--- src/rtl/ifid_ctrl.sv ---
// IF/ID pipeline controller: decides PC advance and IF/ID / ID/EX load, hold or flush.
// It also tracks one outstanding wrong-path fetch, latches halt and keeps saturating counters.
module ifid_ctrl (
    input  logic        CLK,
    input  logic        RST,
    input  logic        ihit,
    input  logic        dmem_busy,
    input  logic        load_use,
    input  logic        redirect,
    input  logic        halt,
    output logic        pc_en,
    output logic        ifid_en,
    output logic        ifid_flush,
    output logic        idex_flush,
    output logic        imemREN,
    output logic        squashing,
    output logic        halted,
    output logic [15:0] stall_cnt,
    output logic [15:0] flush_cnt
);

    typedef enum logic [1:0] {
        FETCH  = 2'd0,
        SQUASH = 2'd1,
        HALTED = 2'd2
    } state_t;

    state_t      state_q, state_d;
    logic        halted_q, halted_d;
    logic [15:0] stall_cnt_q, stall_cnt_d;
    logic [15:0] flush_cnt_q, flush_cnt_d;
    logic        flush_inc;

    always_comb begin
        state_d    = state_q;
        halted_d   = halted_q;
        pc_en      = 1'b0;
        ifid_en    = 1'b0;
        ifid_flush = 1'b0;
        idex_flush = 1'b0;
        imemREN    = 1'b0;
        flush_inc  = 1'b0;

        if (RST) begin
            ifid_flush = 1'b1;
            idex_flush = 1'b1;
            state_d    = FETCH;
            halted_d   = 1'b0;
        end else begin
            case (state_q)
                FETCH: begin
                    if (halt) begin
                        ifid_flush = 1'b1;
                        idex_flush = 1'b1;
                        state_d    = HALTED;
                        halted_d   = 1'b1;
                    end else if (dmem_busy) begin
                        // whole pipe frozen: everything holds
                    end else if (redirect) begin
                        pc_en      = 1'b1;
                        ifid_flush = 1'b1;
                        idex_flush = 1'b1;
                        imemREN    = 1'b1;
                        flush_inc  = 1'b1;
                        if (!ihit) begin
                            state_d = SQUASH;
                        end
                    end else if (load_use) begin
                        idex_flush = 1'b1;
                        imemREN    = 1'b1;
                    end else if (!ihit) begin
                        ifid_flush = 1'b1;
                        imemREN    = 1'b1;
                    end else begin
                        pc_en   = 1'b1;
                        ifid_en = 1'b1;
                        imemREN = 1'b1;
                    end
                end
                SQUASH: begin
                    if (halt) begin
                        ifid_flush = 1'b1;
                        idex_flush = 1'b1;
                        state_d    = HALTED;
                        halted_d   = 1'b1;
                    end else begin
                        imemREN    = 1'b1;
                        ifid_flush = 1'b1;
                        // a new redirect keeps us waiting; otherwise the returning word ends the squash
                        if (redirect) begin
                            pc_en     = 1'b1;
                            flush_inc = 1'b1;
                        end else if (ihit) begin
                            state_d = FETCH;
                        end
                    end
                end
                default: begin
                    state_d = HALTED;
                end
            endcase
        end

        stall_cnt_d = stall_cnt_q;
        flush_cnt_d = flush_cnt_q;
        if (RST) begin
            stall_cnt_d = 16'd0;
            flush_cnt_d = 16'd0;
        end else begin
            if (state_q != HALTED && !pc_en && stall_cnt_q != 16'hFFFF) begin
                stall_cnt_d = stall_cnt_q + 16'd1;
            end
            if (flush_inc && flush_cnt_q != 16'hFFFF) begin
                flush_cnt_d = flush_cnt_q + 16'd1;
            end
        end
    end

    always_ff @(posedge CLK) begin
        if (RST) begin
            state_q     <= FETCH;
            halted_q    <= 1'b0;
            stall_cnt_q <= 16'd0;
            flush_cnt_q <= 16'd0;
        end else begin
            state_q     <= state_d;
            halted_q    <= halted_d;
            stall_cnt_q <= stall_cnt_d;
            flush_cnt_q <= flush_cnt_d;
        end
    end

    assign squashing = (state_q == SQUASH);
    assign halted    = halted_q;
    assign stall_cnt = stall_cnt_q;
    assign flush_cnt = flush_cnt_q;

endmodule

--- config.mk ---
export PLATFORM = sky130hd
export DESIGN_NAME = ifid_ctrl
export DESIGN_NICKNAME = d
export VERILOG_FILES = /design/src/rtl/ifid_ctrl.sv
export SDC_FILE = /design/constraint.sdc
export NUM_CORES = 1
export LEC_CHECK = 0
export CORE_MARGIN = 10
export CORE_UTILIZATION = 49
export CTS_CLUSTER_DIAMETER = 100
export CTS_CLUSTER_SIZE = 16
export DETAILED_ROUTE_END_ITERATION = 7
export PLACE_DENSITY = 0.87
export SETUP_SLACK_MARGIN = 0.5
export SYNTH_ARGS = -nofsm -noshare
export SYNTH_HDL_FRONTEND = slang
export SYNTH_SLANG_ARGS = --single-unit
--- constraint.sdc ---
create_clock -name CLK -period 2.5 [get_ports CLK]
set_clock_uncertainty 0.05 [all_clocks]
set_input_delay 0.25 -clock CLK [delete_from_list [all_inputs] [get_ports CLK]]
set_output_delay 0.25 -clock CLK [all_outputs]
set_load 0.05 [all_outputs]
== Yosys cells after proc, flatten, opt, wreduce, memory -nomap -nowiden ==
Index checks and enable logic that the tools add are counted.

* Add/sub/neg operators: 2
* Multiply operators: 0
* Div/mod/pow operators: 0
* Order comparisons: 0
* Equal/unequal tests: 9
* Shift operators: 0
* Muxes and demuxes: 45
* Bitwise logic cells: 0
* Reductions and logical operators: 8

{| class="wikitable"
|+ Operators by type and width
! cell !! number
|-
| $add 16x1->16 const B || 2
|-
| $mux 1 || 32
|-
| $ne 16x16->1 const B || 2
|-
| $ne 3x3->1 const B || 5
|-
| $mux 2 || 7
|-
| $pmux 1 s2 || 5
|-
| $reduce_and 5->1 || 1
|-
| $pmux 2 s2 || 1
|-
| $logic_and 1x1->1 || 3
|-
| $eq 2x1->1 const B || 1
|-
| $logic_not 2->1 || 1
|-
| $ne 2x2->1 const B || 1
|-
| $reduce_and 2->1 || 1
|-
| $reduce_or 2->1 || 1
|-
| $logic_not 1->1 || 1
|}

* Register bits: 35
* Bits in latches: 0
* Memory bits (writable): 0
* ROM bits: 0
* Bits of input ports: 7
* Output and inout bits: 39
* Word-level logic and storage cells: 68
* Memories kept: 0

== Longest topological paths before layout ==
* Depth after elaboration: 10
* Depth in mapped cells: 8
* Mapped depth without buffers: 6

== Least setup slack after synthesis ==
OpenSTA, ideal clock, no wires.

* Kind: reg-to-reg
* Start point: register stall_cnt_q[2], in the netlist stall_cnt[2]
* End point: register stall_cnt_q[1], in the netlist stall_cnt[1]
* Arrival time: 2.008 ns
* Data required time: 2.322 ns
* Slack: 0.314 ns
* Stages on the path, launching flop included: 8
* Path buffers: 2
* Path through: dfxtp_1 > nand4_1 > or4_1 > nand3_2 > buf_6 > buf_12 > mux2i_1 > nor2_1

* Longest elaborated chain between the ends: 2

{| class="wikitable"
|+ Ends and longest elaborated chain
! item !! line !! RTL
|-
| start, declared || 30 || <nowiki>logic [15:0] stall_cnt_q, stall_cnt_d;</nowiki>
|-
| start signal, assigned || 128 || <nowiki>stall_cnt_q <= stall_cnt_d;</nowiki>
|-
| $ne 16x16->1 || 110 || <nowiki>if (state_q != HALTED && !pc_en && stall_cnt_q != 16'hFFFF) begin</nowiki>
|-
| $logic_and 1x1->1 || 110 ||
|}

No other way between the ends.
A chain may end at the register's enable or synchronous reset.

== Worst setup path after layout ==
* Start point: input halt
* End point: output pc_en

* Longest elaborated chain between the ends: 3

{| class="wikitable"
|+ Ends and longest elaborated chain
! item !! line !! RTL
|-
| start, declared || 10 || <nowiki>input logic halt,</nowiki>
|-
| $mux 1 (on tied branches) || 81, 52 ||
|-
| $pmux 1 s2 (*) || 50 || <nowiki>case (state_q)</nowiki>
|-
| $mux 1 (*) || 44 || <nowiki>if (RST) begin</nowiki>
|-
| end, declared || 11 || <nowiki>output logic pc_en,</nowiki>
|}

Every way passes the cells marked *; elsewhere a longest branch is shown, timed or not.

==> flow_summary.ini <==
[layout]
drive_above_1_share = 0.199
areaGrowthSynthToFinish_pct = 35.8
fillers = 299
n_antenna_cell = 0
finalNetCount = 281
stdcell_area_mm2 = 0.00255
utilization = 0.692

[placed_design]
io_buffers = 45
place_area_mm2 = 0.00243
detailed_place_hpwl_mm = 3.33
gp_congestion = 0.794

[clock_network]
cts-root-buf = clkbuf_8
cts_buffer_depth = 2
post_cts_buffers = 0
cts_htree_levels = 2
cts_buffers = 5
clock-sinks = 35
cts.clk_slew.worst_paths_ns = 0.06
cts_tree = built
clkLatencyLatePin_ns = 0.29
ctsHoldBuffers = 0

[sta]
rsz0062_at_grt = true
finalMaxSlewViolations = 0
hold_ws_ns = 0.441
period_needed_ns = 1.92
fmax_mhz = 519
worstMarginPinSlew_ns = 0.527
fin_crit_sh = 0.770
setup_viol = 0
finalHoldViolCount = 0
setup_tns_ns = 0
maxSlewHeadroom = 0.646

[yosys]
ys_async_sr_fraction = 0
syn-mean-instance-area_um2 = 8.40
synth_area_leaders = dfxtp_1, nor2_1, xnor2_1
syn_inst = 224
yosysSeqAreaShare = 0.373
synth_common_cells = dfxtp_1, nor2_1, nand2_1, nand3_1
synth_nets = 233
synth_cell_type_count = 45
synth_top_area_share = 0.373
ys.flop_type = dfxtp_1
synth.most_common_cell = dfxtp_1
yosys_warnings = 0
yosysTopAreaCell = dfxtp_1
synth_edf_count = 0
syn_area_mm2 = 0.00188
synth-seq-cells = 35

[critical_path]
crit_chain = clkdlybuf4s50_1 > nor3_4 > o211ai_2 > inv_1 > buf_12
start_kind = primary input
crit_type = in2out
critPathCaptureType = output pin
crit_slowest_cell = clkdlybuf4s50_1
slowest_delay_ns = 0.52
cp_data_arrival_time_ns = 1.62
critPathMaxFanout = 6
required_ns = 2.20
reg2reg_slack_ns = 0.61

[detailed_routing]
avgViaCountPerCell = 5.76
vias = 1837
wl_per_cell_um = 15.0
finalWirelength_mm = 4.78
drc = 0
first_pass_iters = 4
antenna_left = 0
drt-initial-drc-count = 206

[floorplanning]
die_width_um = 82.0
num_rows = 22
dieHeight_um = 82.0
core_area_mm2 = 0.00369
num_io_pins = 46
start_util = 0.510
die_area_mm2 = 0.00672

[pwr]
power_density_mw_per_mm2 = 432
combPwrFrac = 0.138
power_frac_clock = 0.337
swShare = 0.265
leakage_uw = 0.000840
worst_ir_drop_vdd_v = 0.000248
power_switching_uw = 293
intPower_uw = 811
seq_power_share = 0.525

[global_route]
grt_pass1_wl_mm = 7.44
overflow = 0
grt_max_degree = 39
grt_usage = 0.137
grt_pass1_vias = 1686
antenna_found_initial = 0

[run_status]
status = finished, final reports clean

[flow_run]
max_cap_viol_count = 0

[hold_path]
worstHoldPathType = reg2reg
[power groups by stage]
stage / clock network, uW / logic (uW) / registers (uW)
floorplan: 0 / 74.3 / 615
global placement: 0 / 147 / 590
detailed placement: 0 / 149 / 591
CTS: 380 / 151 / 579
global route: 405 / 161 / 581
finish: 372 / 152 / 579
[through the flow]
| stage | setup slack, ns | std cells | total power, uW |
|---|---|---|---|
| 5_1_grt | 0.458 | 319 | 1150 |
| 3_5_place_dp | 0.158 | 312 | 740 |
| 3_3_place_gp | 0.202 | 312 | 737 |
| 6_report | 0.575 | 319 | 1100 |
| 4_1_cts | 0.512 | 318 | 1110 |
| 2_1_floorplan | 0.519 | 224 | 689 |
[worst paths after layout]
| kind | startpoint | depth (start not counted) | to |
|---|---|---|---|
| setup / recovery | halt | 5 | pc_en |
| hold / removal | halted$_SDFFE_PP0P_ | 2 | halted$_SDFFE_PP0P_ |
| setup reg to reg | stall_cnt[2]$_SDFFE_PP0P_ | 5 | stall_cnt[1]$_SDFFE_PP0P_ |
| hold reg to reg | halted$_SDFFE_PP0P_ | 2 | halted$_SDFFE_PP0P_ |
[sequential cells by signal, indices dropped and copies added (netlist names)]
name / flops
flush_cnt: 16
state_q: 2
halted: 1
stall_cnt: 16
[worst max-delay path, delay by kind of cell]
family                 cells  cell delay [ns]
buffers and inverters      3             0.83
AND/OR/NAND/NOR            1             0.30
AO/OA/AOI/OAI              1             0.24
[placed cells by master (no fill, tap or decap), types with 3 or more instances in the layout]
master	netlist	routed
a21oi_1	12	12
and2_1	3	3
and4_1	3	3
buf_12	1	5
clkbuf_8	0	5
clkdlybuf4s50_1	0	39
dfxtp_1	35	16
dfxtp_2	0	19
inv_1	4	4
mux2i_1	3	3
nand2_1	13	13
nand2b_1	5	5
nand3_1	13	13
nand4_1	11	11
nor2_1	30	30
nor3_1	7	5
nor3b_1	4	4
nor4_1	7	6
nor4b_2	2	3
o21ai_1	9	10
or3_1	4	4
or3_2	6	6
or4_1	3	3
xnor2_1	12	12
[kinds of logic (layout without fill, tap and decap cells)]
family	after synthesis	count (layout)	share of synthesized area
AOI/OAI and AO/OA	33	33	0.106
DFF	35	35	0.373
muxes	3	3	0.0160
buffers and inverters	11	57	0.0346
adders and majority gates	2	2	0.0133
xor gates and xnor gates	14	14	0.0652
and+or+nand+nor	126	127	0.393
[layout make-up]
type,instances,area [um^2],share of cell area
Multi-Input combinational cell,179,1160,0.456
Sequential cell,35,724,0.284
Timing Repair Buffer,47,518,0.203
Clock buffer,6,72.6,0.0284
Tap cell,48,60.1,0.0235
Inverter,4,15.0,0.00588
[per-layer routing]
metal,vias up,global-route usage,share of wire
met3,6,0.0590,0.096
met1,865,0.152,0.39
met5,-,0,0
met2,57,0.229,0.51
met4,0,0.0510,0.0067
li1,909,-,-
[what timing repair did]
item / 4_1_cts / 5_1_grt
pin swaps: 0 / 1
endpoints found under the setup margin: 7 / 13
gates resized for setup: 1 / 5
cloned: 0 / 1
Power figures use the tool's default switching activity.
